$ cat config.mk
export PLATFORM = sky130hd
export DESIGN_NAME = dvp_frame_ctrl
export DESIGN_NICKNAME = d
export VERILOG_FILES = /design/src/rtl/dvp_frame_ctrl.sv
export SDC_FILE = /design/constraint.sdc
export NUM_CORES = 1
export LEC_CHECK = 0
export CAP_MARGIN = 20
export CORE_ASPECT_RATIO = 2
export CORE_MARGIN = 3
export CORE_UTILIZATION = 33
export DETAILED_ROUTE_END_ITERATION = 10
export HOLD_SLACK_MARGIN = 0.03
export PLACE_DENSITY = 0.54
export SLEW_MARGIN = 20
export SYNTH_ARGS = -nofsm -noshare
export SYNTH_HDL_FRONTEND = slang
export SYNTH_SLANG_ARGS = --single-unit
$ cat constraint.sdc
create_clock -name clk -period 3.16 [get_ports clk]
set_clock_uncertainty 0.2 [all_clocks]
set_input_delay 0.474 -clock clk [delete_from_list [all_inputs] [get_ports clk]]
set_output_delay 0.474 -clock clk [all_outputs]
set_load 0.02 [all_outputs]
$ cat src/rtl/dvp_frame_ctrl.sv
// Frame-aware DVP receive controller: packs DVP bytes into pixels and checks line/frame geometry.
// Optional build macro DVP_FRAME_CNT_EN adds frame_cnt_o, a wrapping count of completed frames.
module dvp_frame_ctrl #(
  parameter int DVP_DATA_W    = 8,
  parameter int PXL_INFO_W    = DVP_DATA_W + 2,
  parameter int BYTES_PER_PXL = 2,
  parameter int PXL_W         = DVP_DATA_W * BYTES_PER_PXL,
  parameter int FRAME_W       = 640,
  parameter int FRAME_H       = 480
) (
  input  logic                  clk,
  input  logic                  rst,
  input  logic [PXL_INFO_W-1:0] pxl_info_i,
  input  logic                  pxl_info_vld_i,
  output logic                  pxl_info_rdy_o,
  input  logic                  dcr_cam_start_i,
  input  logic                  dcr_snapshot_i,
  input  logic                  dcr_stall_i,
  input  logic                  err_clr_i,
  output logic [PXL_W-1:0]      pxl_o,
  output logic                  pxl_vld_o,
  input  logic                  pxl_rdy_i,
  output logic                  frame_done_o,
  output logic [1:0]            err_code_o
`ifdef DVP_FRAME_CNT_EN
  ,
  output logic [15:0]           frame_cnt_o
`endif
);

  localparam int MAX_DIM  = (FRAME_W > FRAME_H) ? FRAME_W : FRAME_H;
  localparam int CNT_W    = $clog2(MAX_DIM + 1);
  localparam int BIDX_W   = (BYTES_PER_PXL > 1) ? $clog2(BYTES_PER_PXL) : 1;
  localparam int PACK_W   = (BYTES_PER_PXL > 1) ? (BYTES_PER_PXL - 1) * DVP_DATA_W : DVP_DATA_W;
  localparam logic [CNT_W-1:0]  W_C      = CNT_W'(FRAME_W);
  localparam logic [CNT_W-1:0]  H_C      = CNT_W'(FRAME_H);
  localparam logic [BIDX_W-1:0] LAST_IDX = BIDX_W'(BYTES_PER_PXL - 1);

  typedef enum logic [2:0] {IDLE, WAIT_VS, VBLANK, FRAME, SKIP} state_t;

  state_t              state_reg;
  logic [CNT_W-1:0]    pix_cnt_reg;
  logic [CNT_W-1:0]    line_cnt_reg;
  logic [BIDX_W-1:0]   byte_idx_reg;
  logic                line_open_reg;
  logic [PACK_W-1:0]   pack_reg;
  logic                snap_lat_reg;
  logic                snap_hold_reg;
  logic [PXL_W-1:0]    pxl_reg;
  logic                pxl_vld_reg;
  logic                frame_done_reg;
  logic [1:0]          err_reg;

  logic                  vsync;
  logic                  hsync;
  logic [DVP_DATA_W-1:0] data;
  logic                  blocked;
  logic                  rdy;
  logic                  accept;
  logic                  start_entry;
  logic                  proc;
  logic                  byte_evt;
  logic                  pxl_evt;
  logic                  line_end;
  logic                  frame_end;
  logic                  line_err;
  logic                  frame_err;
  logic [CNT_W-1:0]      line_cnt_new;
  logic [PACK_W-1:0]     pack_shift;
  logic [PXL_W-1:0]      new_pxl;

  function automatic logic [CNT_W-1:0] sat_inc(input logic [CNT_W-1:0] v);
    return (&v) ? v : v + 1'b1;
  endfunction

  assign vsync   = pxl_info_i[PXL_INFO_W-1];
  assign hsync   = pxl_info_i[PXL_INFO_W-2];
  assign data    = pxl_info_i[DVP_DATA_W-1:0];
  assign blocked = pxl_vld_reg && !pxl_rdy_i;

  generate
    if (BYTES_PER_PXL == 1) begin : g_bpp1
      assign new_pxl    = data;
      assign pack_shift = pack_reg;
    end else if (BYTES_PER_PXL == 2) begin : g_bpp2
      assign new_pxl    = {pack_reg, data};
      assign pack_shift = data;
    end else begin : g_bppn
      assign new_pxl    = {pack_reg, data};
      assign pack_shift = {pack_reg[PACK_W-DVP_DATA_W-1:0], data};
    end
  endgenerate

  // A frame-start entry in VBLANK may complete a pixel, so it must not overrun a stalled output.
  always_comb begin
    rdy = 1'b1;
    if (state_reg == FRAME)
      rdy = !blocked;
    else if (state_reg == VBLANK)
      rdy = !(pxl_info_vld_i && !vsync && blocked);
  end

  assign accept       = pxl_info_vld_i && rdy;
  assign start_entry  = accept && (state_reg == VBLANK) && !vsync && dcr_cam_start_i;
  assign proc         = (accept && (state_reg == FRAME)) || (start_entry && !dcr_stall_i);
  assign byte_evt     = proc && !vsync && hsync;
  assign pxl_evt      = byte_evt && (byte_idx_reg == LAST_IDX);
  assign line_end     = proc && line_open_reg && (vsync || !hsync);
  assign frame_end    = proc && vsync;
  assign line_err     = line_end && ((pix_cnt_reg != W_C) || (byte_idx_reg != '0));
  assign line_cnt_new = line_end ? sat_inc(line_cnt_reg) : line_cnt_reg;
  assign frame_err    = frame_end && (line_cnt_new != H_C);

  always_ff @(posedge clk) begin
    if (rst) begin
      state_reg      <= IDLE;
      pix_cnt_reg    <= '0;
      line_cnt_reg   <= '0;
      byte_idx_reg   <= '0;
      line_open_reg  <= 1'b0;
      pack_reg       <= '0;
      snap_lat_reg   <= 1'b0;
      snap_hold_reg  <= 1'b0;
      pxl_reg        <= '0;
      pxl_vld_reg    <= 1'b0;
      frame_done_reg <= 1'b0;
      err_reg        <= 2'b00;
    end else begin
      frame_done_reg <= frame_end;
      err_reg        <= (err_reg & {2{!err_clr_i}}) | {frame_err, line_err};

      if (pxl_evt) begin
        pxl_reg     <= new_pxl;
        pxl_vld_reg <= 1'b1;
      end else if (pxl_rdy_i) begin
        pxl_vld_reg <= 1'b0;
      end

      if (frame_end) begin
        pix_cnt_reg   <= '0;
        line_cnt_reg  <= '0;
        byte_idx_reg  <= '0;
        line_open_reg <= 1'b0;
      end else begin
        if (line_end) begin
          line_cnt_reg <= line_cnt_new;
          pix_cnt_reg  <= '0;
          byte_idx_reg <= '0;
        end
        if (byte_evt) begin
          pack_reg <= pack_shift;
          if (pxl_evt) begin
            byte_idx_reg <= '0;
            pix_cnt_reg  <= sat_inc(pix_cnt_reg);
          end else begin
            byte_idx_reg <= byte_idx_reg + 1'b1;
          end
        end
        if (proc)
          line_open_reg <= hsync;
      end

      // After a snapshot the controller parks in IDLE until capture is re-armed by dropping start.
      if (!dcr_cam_start_i)
        snap_hold_reg <= 1'b0;

      case (state_reg)
        IDLE: begin
          if (dcr_cam_start_i && !snap_hold_reg)
            state_reg <= WAIT_VS;
        end
        WAIT_VS: begin
          if (!dcr_cam_start_i)
            state_reg <= IDLE;
          else if (accept && vsync)
            state_reg <= VBLANK;
        end
        VBLANK: begin
          if (!dcr_cam_start_i) begin
            state_reg <= IDLE;
          end else if (start_entry) begin
            snap_lat_reg <= dcr_snapshot_i;
            state_reg    <= dcr_stall_i ? SKIP : FRAME;
          end
        end
        FRAME: begin
          if (frame_end) begin
            if (snap_lat_reg || !dcr_cam_start_i) begin
              state_reg <= IDLE;
              if (snap_lat_reg)
                snap_hold_reg <= 1'b1;
            end else begin
              state_reg <= VBLANK;
            end
          end
        end
        SKIP: begin
          if (accept && vsync)
            state_reg <= VBLANK;
        end
        default: state_reg <= IDLE;
      endcase
    end
  end

`ifdef DVP_FRAME_CNT_EN
  logic [15:0] frame_cnt_reg;

  always_ff @(posedge clk) begin
    if (rst)
      frame_cnt_reg <= '0;
    else if (frame_done_reg)
      frame_cnt_reg <= frame_cnt_reg + 16'd1;
  end

  assign frame_cnt_o = frame_cnt_reg;
`endif

  assign pxl_info_rdy_o = rdy;
  assign pxl_o          = pxl_reg;
  assign pxl_vld_o      = pxl_vld_reg;
  assign frame_done_o   = frame_done_reg;
  assign err_code_o     = err_reg;

endmodule

## After elaboration in Yosys (flattened, before gate mapping)

Cells that the tools add are included.

- Register bits after elaboration: 55
- Word-level logic and storage cells: 96

- Bitwise gates (word level): 3
- Add/subtract/negate cells: 3
- Mux-type cells: 27
- Reductions and logical operators: 41
- Equality and inequality tests: 10

Operators by type and width:

| cell | number |
|---|---|
| 10-bit 2-to-1 mux | 6 |
| 3-bit 2-to-1 mux | 7 |
| 10-bit by 1-bit adder with 10-bit output (second input constant) | 2 |
| 10-bit AND reduction | 2 |
| 1-bit logical AND | 19 |
| 3-bit one-hot mux with 5 select lines | 1 |
| 1-bit 2-to-1 mux | 12 |
| 10-bit != test (second input constant) | 1 |
| 10-bit by 9-bit != test with 1-bit output (second input constant) | 1 |
| 1-bit zero test | 9 |
| 3-bit by 2-bit == test with 1-bit output (second input constant) | 2 |
| 3-bit != test (second input constant) | 2 |
| 3-bit AND reduction | 2 |
| 1-bit logical OR | 4 |
| 2-bit != test (second input constant) | 2 |
| 2-bit nonzero test | 2 |
| 3-bit by 1-bit == test with 1-bit output (second input constant) | 1 |
| 3-bit == test (second input constant) | 1 |
| 3-bit zero test | 1 |
| 2-bit AND | 1 |
| 2-bit 2-to-1 mux | 1 |
| 2-bit bitwise OR | 1 |
| 2-bit AND reduction | 1 |
| 2-bit OR reduction | 1 |
| other kinds (2) | 2 |

## Longest topological paths before layout

- Depth in word-level cells: 18
- Gate-level depth with buffers: 10
- Mapped depth without buffers: 7

## Worst setup path before layout

OpenSTA, ideal clock, no wires.

- Path kind: input port to flip-flop
- From: in pxl_info_i[9]
- To: reg pix_cnt_reg[2]
- Cell stages on the path: 8
- Arrival: 2.140 ns
- Setup slack: 0.688 ns
- Path through: nand2b_1 -> or4_1 -> buf_2 -> a211o_1 -> buf_6 -> o21ai_0 -> o211a_1 -> nor3_1

- Cells in the longest elaborated chain, start to end: 17
- Elaborated cells between the ends (all ways): 25
- Those cells by class: eq/ne: 1; mux: 5; reduce/logical: 19

RTL lines:

| item | line | RTL |
|---|---|---|
| start, declared | 13 | `input logic [PXL_INFO_W-1:0] pxl_info_i,` |
| 1-bit zero test | 100, 104, 106 |  |
| 1-bit logical AND (2 in a row) | 100 | `rdy = !(pxl_info_vld_i && !vsync && blocked);` |
| 1-bit zero test | 100 |  |
| 1-bit 2-to-1 mux | 99 | `else if (state_reg == VBLANK)` |
| 1-bit 2-to-1 mux | 97 | `if (state_reg == FRAME)` |
| 1-bit logical AND | 103 | `assign accept = pxl_info_vld_i && rdy;` |
| 1-bit logical AND (3 in a row) | 104 | `assign start_entry = accept && (state_reg == VBLANK) && !vsync && dcr_cam_start_i;` |
| 1-bit logical AND | 105 | `assign proc = (accept && (state_reg == FRAME)) \|\| (start_entry && !dcr_stall_i);` |
| 1-bit logical OR | 105 |  |
| 1-bit logical AND (on tied branches) (2 in a row) | 108, 106 |  |
| 10-bit 2-to-1 mux or 1-bit logical AND (tied branches) | 145, 107 |  |
| 10-bit 2-to-1 mux | 152 | `if (pxl_evt) begin` |
| 10-bit 2-to-1 mux | 150 | `if (byte_evt) begin` |
| end signal, assigned | 154 | `pix_cnt_reg <= sat_inc(pix_cnt_reg);` |
| end, declared | 42 | `logic [CNT_W-1:0] pix_cnt_reg;` |

Several ways; a longest one is shown, not always the timed one.
A chain may end at the register's enable or synchronous reset.

## Worst setup path in the final report

- From: in pxl_rdy_i
- To: reg err_reg[1] (netlist: err_code_o[1])

- Cells in the longest elaborated chain, start to end: 18
- Elaborated cells between the ends (all ways): 21
- Those cells by class: eq/ne: 1; mux: 3; bitwise: 1; reduce/logical: 16

RTL lines:

| item | line | RTL |
|---|---|---|
| start, declared | 22 | `input logic pxl_rdy_i,` |
| 1-bit zero test * | 79 | `assign blocked = pxl_vld_reg && !pxl_rdy_i;` |
| 1-bit logical AND * | 79 |  |
| 1-bit logical AND | 100 |  |
| 1-bit zero test | 100 |  |
| 1-bit 2-to-1 mux | 99 |  |
| 1-bit 2-to-1 mux * | 97 |  |
| 1-bit logical AND * | 103 |  |
| 1-bit logical AND (3 in a row) | 104 |  |
| 1-bit logical AND | 105 |  |
| 1-bit logical OR * | 105 |  |
| 1-bit logical AND (2 in a row) | 108 | `assign line_end = proc && line_open_reg && (vsync \|\| !hsync);` |
| 10-bit 2-to-1 mux | 111 | `assign line_cnt_new = line_end ? sat_inc(line_cnt_reg) : line_cnt_reg;` |
| 10-bit by 9-bit != test with 1-bit output | 112 | `assign frame_err = frame_end && (line_cnt_new != H_C);` |
| 1-bit logical AND * | 112 |  |
| 2-bit bitwise OR * | 130 | `err_reg <= (err_reg & {2{!err_clr_i}}) \| {frame_err, line_err};` |
| end signal, assigned | 130 |  |
| end, declared | 52 | `logic [1:0] err_reg;` |

Every way passes the cells marked *; elsewhere a longest branch is shown, timed or not.

==> reports/summary.log <==
qor: run_status.status complete, no violations
qor: timing.final_worst_slack 0.4645 ns
qor: synthesis.adder_cell_fraction_of_synth_area 1.431%
qor: setup_path.cp_common_cell sky130_fd_sc_hd__a31oi_1
qor: finish.antenna_cells_inserted 0
qor: setup_path.worst-path-max-fanout 7
qor: cts.clock_sinks 55
qor: finish.largest_register_ffs 16
qor: finish.final-seq-area 0.001101 mm²
qor: power_and_ir_drop.finalPower 1.422 mW
qor: cts.clk_pin_slew 0.08 ns
qor: timing.min_cycle_time_layout 2.696 ns
qor: synthesis.postSynthAreaPerCell 8.144 µm²
qor: global_route.first_pass_grt_wire_length 10840 µm
qor: synthesis.yosys-mux-area-fraction 4.962%
qor: timing.max_slew_margin 58.82%
qor: timing.finalHoldViolCount 0
qor: finish.num-nets-final 383
qor: setup_path.timing.setup.critical_path_class input pin to register
qor: timing.fin_hold_ws 0.2566 ns
qor: global_route.grt_max_degree 35
qor: finish.drive_above_1_share 7.163%
qor: cts.tritoncts built
qor: die.fp.dieArea 0.009117 mm²
qor: cts.cts_made_buffers 5
qor: routing.wirelength 6264 µm
qor: synthesis.post_synth_and_or_nand_nor_area_fraction 26.15%
qor: setup_path.start_kind input pin
qor: die.fp.dieH 132.1 µm
qor: die.core_area 0.007657 mm²
qor: global_route.first_global_vias 2329
qor: timing.worst_pin_slew 0.6021 ns
qor: synthesis.number_of_distinct_library_cells_after_synthesis 46
qor: cts.max_clock_buf_depth 2
qor: timing.fin_tns_setup 0 ns
qor: synthesis.yosys_warnings 0
qor: synthesis.synth_enable_flop_cells 0
qor: synthesis.post-synth-top-area-cell sky130_fd_sc_hd__dfxtp_1
qor: timing.report.final.slew_viol_count 0
qor: routing.wl_per_cell 13.71 µm
qor: synthesis.synth.top_cells.by_area sky130_fd_sc_hd__dfxtp_1, sky130_fd_sc_hd__nand2_1, sky130_fd_sc_hd__a21oi_1
qor: synthesis.netlist_instances 322
qor: setup_path.crit_required 3.14 ns
qor: die.num_io_pins 39
qor: placed_design.dpl.cell_count 449
qor: cts.clock-root-buffer sky130_fd_sc_hd__clkbuf_16
qor: timing.report.final.setup_viol 0
qor: synthesis.fraction_of_registers_with_async_set_or_reset_after_synthesis 0%
qor: placed_design.gp_routability_congestion 0.8688
qor: setup_path.critPathSlowestCell sky130_fd_sc_hd__or4_1
qor: global_route.gr-usage-all-layers 14.35%
qor: setup_path.endpoint_kind register
qor: power_and_ir_drop.ir_drop 333.4 µV
qor: finish.fillers 817
qor: setup_path.data_arrival_time_of_the_critical_path 2.67 ns
qor: run.timing.max_cap.violations 0
qor: setup_path.crit_path_max_incr_delay 0.54 ns
qor: finish.filler_free_cell_count_of_the_finished_design 457
qor: power_and_ir_drop.power_per_cell_area 430.2 mW/mm²
qor: finish.synthToLayoutAreaGrowth 26.05%
qor: synthesis.synth-seq-cells 55
qor: cts.cts_resized 0
qor: placed_design.pre_cts_ws 0.1460 ns
qor: cts.cts_max_level 2
qor: finish.multi_input_gate_area_in_the_final_layout 0.001384 mm²
qor: timing.grt_setup_unrepaired no
qor: die.die_width 69.04 µm
qor: synthesis.synth.yosys.seq_area_share 41.98%
qor: die.floorplan.initialDensity 34.25%
qor: placed_design.place.detailed.hpwl 4638 µm
qor: routing.drc 0
qor: global_route.grt_antenna_before_repair 0
qor: min_path.worst_hold_check_path_type register to register
qor: power_and_ir_drop.power_leakage 1.220 nW
qor: synthesis.syn_area 0.002623 mm²
qor: cts.clk_latency 0.29 ns
qor: timing.max_clock_freq 0.3710 GHz
qor: routing.viasPerCell 5.206
qor: cts.postCtsSetupRepairBufs 0
qor: routing.antenna_nets_post_route 0
qor: cts.hold_buffers 0
qor: synthesis.synthXorXnorAreaFrac 3.340%
qor: global_route.overflow 0
qor: routing.initialDrtViolationCount 188
qor: synthesis.synth_flop_cell sky130_fd_sc_hd__dfxtp_1
qor: synthesis.synth-compound-area-share 16.70%
qor: synthesis.synth_top_family_by_area simple AND/OR/NAND/NOR gates
qor: die.row_count 45
qor: placed_design.total_of_buffers_placed_on_input_and_output_ports 38
qor: setup_path.cp_cell_sequence clkdlybuf4s50_1, nor2b_1, or4_1, buf_4, a2111oi_1, xnor2_1, a31oi_1, a31oi_1
qor: routing.1st_pass_router_iterations 4
qor: timing.fin_crit_sh 85.30%
qor: routing.num_vias 2379
qor: synthesis.synthDominantCellAreaShare 41.98%
qor: synthesis.mappedNetlistNets 343
[final timing paths]
kind,start,endpoint,slack (ns),cells after the start
worst min-delay path,pack_reg[0]$_SDFFE_PP0P_,pxl_o[8]$_SDFFE_PP0P_,0.26,2
worst max register to register,state_reg[1]$_SDFFE_PP0P_,err_code_o[1]$_SDFF_PP0_,0.64,7
worst min register to register,pack_reg[0]$_SDFFE_PP0P_,pxl_o[8]$_SDFFE_PP0P_,0.26,2
worst max-delay path,pxl_rdy_i,err_code_o[1]$_SDFF_PP0_,0.46,8
[where the power goes]
group,internal (mW),switching (mW)
registers,0.696,0.00666
clock network,0.379,0.264
logic,0.0393,0.0379
[cell families (layout without fill, tap and decap cells)]
group	after synthesis	count (layout)
adders and majority gates	3	3
DFF	55	55
and+or+nand+nor	142	142
buffers and inverters	29	70
muxes	13	13
xor gates and xnor gates	10	10
AOI/OAI and AO/OA	70	70
[cells in the mapped netlist, drive strengths merged (3+ instances only)]
| library cell | count |
|---|---|
| xnor2 | 6 |
| a21o | 4 |
| nor2 | 31 |
| inv | 8 |
| nand3 | 11 |
| nand4 | 9 |
| mux2i | 13 |
| nand3b | 3 |
| a311oi | 3 |
| clkbuf | 11 |
| nand2b | 6 |
| a211o | 3 |
| nor3 | 10 |
| and3 | 7 |
| ha | 3 |
| a21oi | 32 |
| dfxtp | 55 |
| o21ai | 9 |
| nor4 | 3 |
| nand2 | 50 |
| buf | 10 |
| a211oi | 4 |
| xor2 | 4 |
| a31oi | 4 |
[stage by stage]
step	cell area (µm²)	utilization, %
finish	3306	43.17
global route	3306	43.17
CTS	3306	43.17
detailed placement	3133	40.92
global placement	3133	40.92
floorplan	2623	-
[worst max-delay path, delay by kind of cell]
kind | cells | cell delay, ns
AOI/OAI and AO/OA | 3 | 0.72
buffers and inverters | 2 | 0.68
and+or+nand+nor | 2 | 0.61
xor gates and xnor gates | 1 | 0.19
[layout make-up]
class	instances	share of cell area (%)
sequential	55	33.31
inverter	8	0.9084
tap	94	3.558
clock buffer	5	3.785
clock inverter	3	1.438
multi-input combinational	238	41.86
timing repair buffer	54	15.14
[layout by cell type (no fill, tap or decap), types with 2 or more instances in the layout]
cell / synthesis / routed
sky130_fd_sc_hd__xnor2_1: 6 / 6
sky130_fd_sc_hd__nand2_1: 50 / 50
sky130_fd_sc_hd__a211oi_1: 4 / 3
sky130_fd_sc_hd__nand3_1: 11 / 11
sky130_fd_sc_hd__nand2b_1: 6 / 6
sky130_fd_sc_hd__xor2_1: 4 / 4
sky130_fd_sc_hd__a211o_1: 3 / 3
sky130_fd_sc_hd__a21oi_1: 32 / 32
sky130_fd_sc_hd__a21o_1: 4 / 4
sky130_fd_sc_hd__a31oi_1: 4 / 4
sky130_fd_sc_hd__nand3b_1: 3 / 3
sky130_fd_sc_hd__or3_1: 2 / 2
sky130_fd_sc_hd__clkbuf_16: 0 / 5
sky130_fd_sc_hd__mux2i_1: 13 / 13
sky130_fd_sc_hd__o21a_1: 2 / 2
sky130_fd_sc_hd__nor4_1: 3 / 3
sky130_fd_sc_hd__nor3_1: 9 / 9
sky130_fd_sc_hd__clkdlybuf4s50_1: 0 / 38
sky130_fd_sc_hd__a221oi_1: 2 / 2
sky130_fd_sc_hd__and3_1: 7 / 7
sky130_fd_sc_hd__buf_4: 0 / 16
sky130_fd_sc_hd__inv_1: 8 / 8
sky130_fd_sc_hd__o21ai_0: 9 / 9
sky130_fd_sc_hd__nor2_1: 31 / 31
sky130_fd_sc_hd__nand4_1: 9 / 9
sky130_fd_sc_hd__and4_1: 2 / 2
sky130_fd_sc_hd__a311oi_1: 3 / 3
sky130_fd_sc_hd__dfxtp_1: 55 / 55
sky130_fd_sc_hd__nor2b_1: 2 / 2
sky130_fd_sc_hd__ha_1: 3 / 3
[routing by layer]
layer	vias up	track usage [%]	wire, µm
li1	1214	-	-
met1	1111	15.55	2590
met2	45	26.54	3340
met3	9	2.366	191
met4	0	6.522	142
met5	-	0	0
Note: power is estimated with default switching activity, not from simulation.
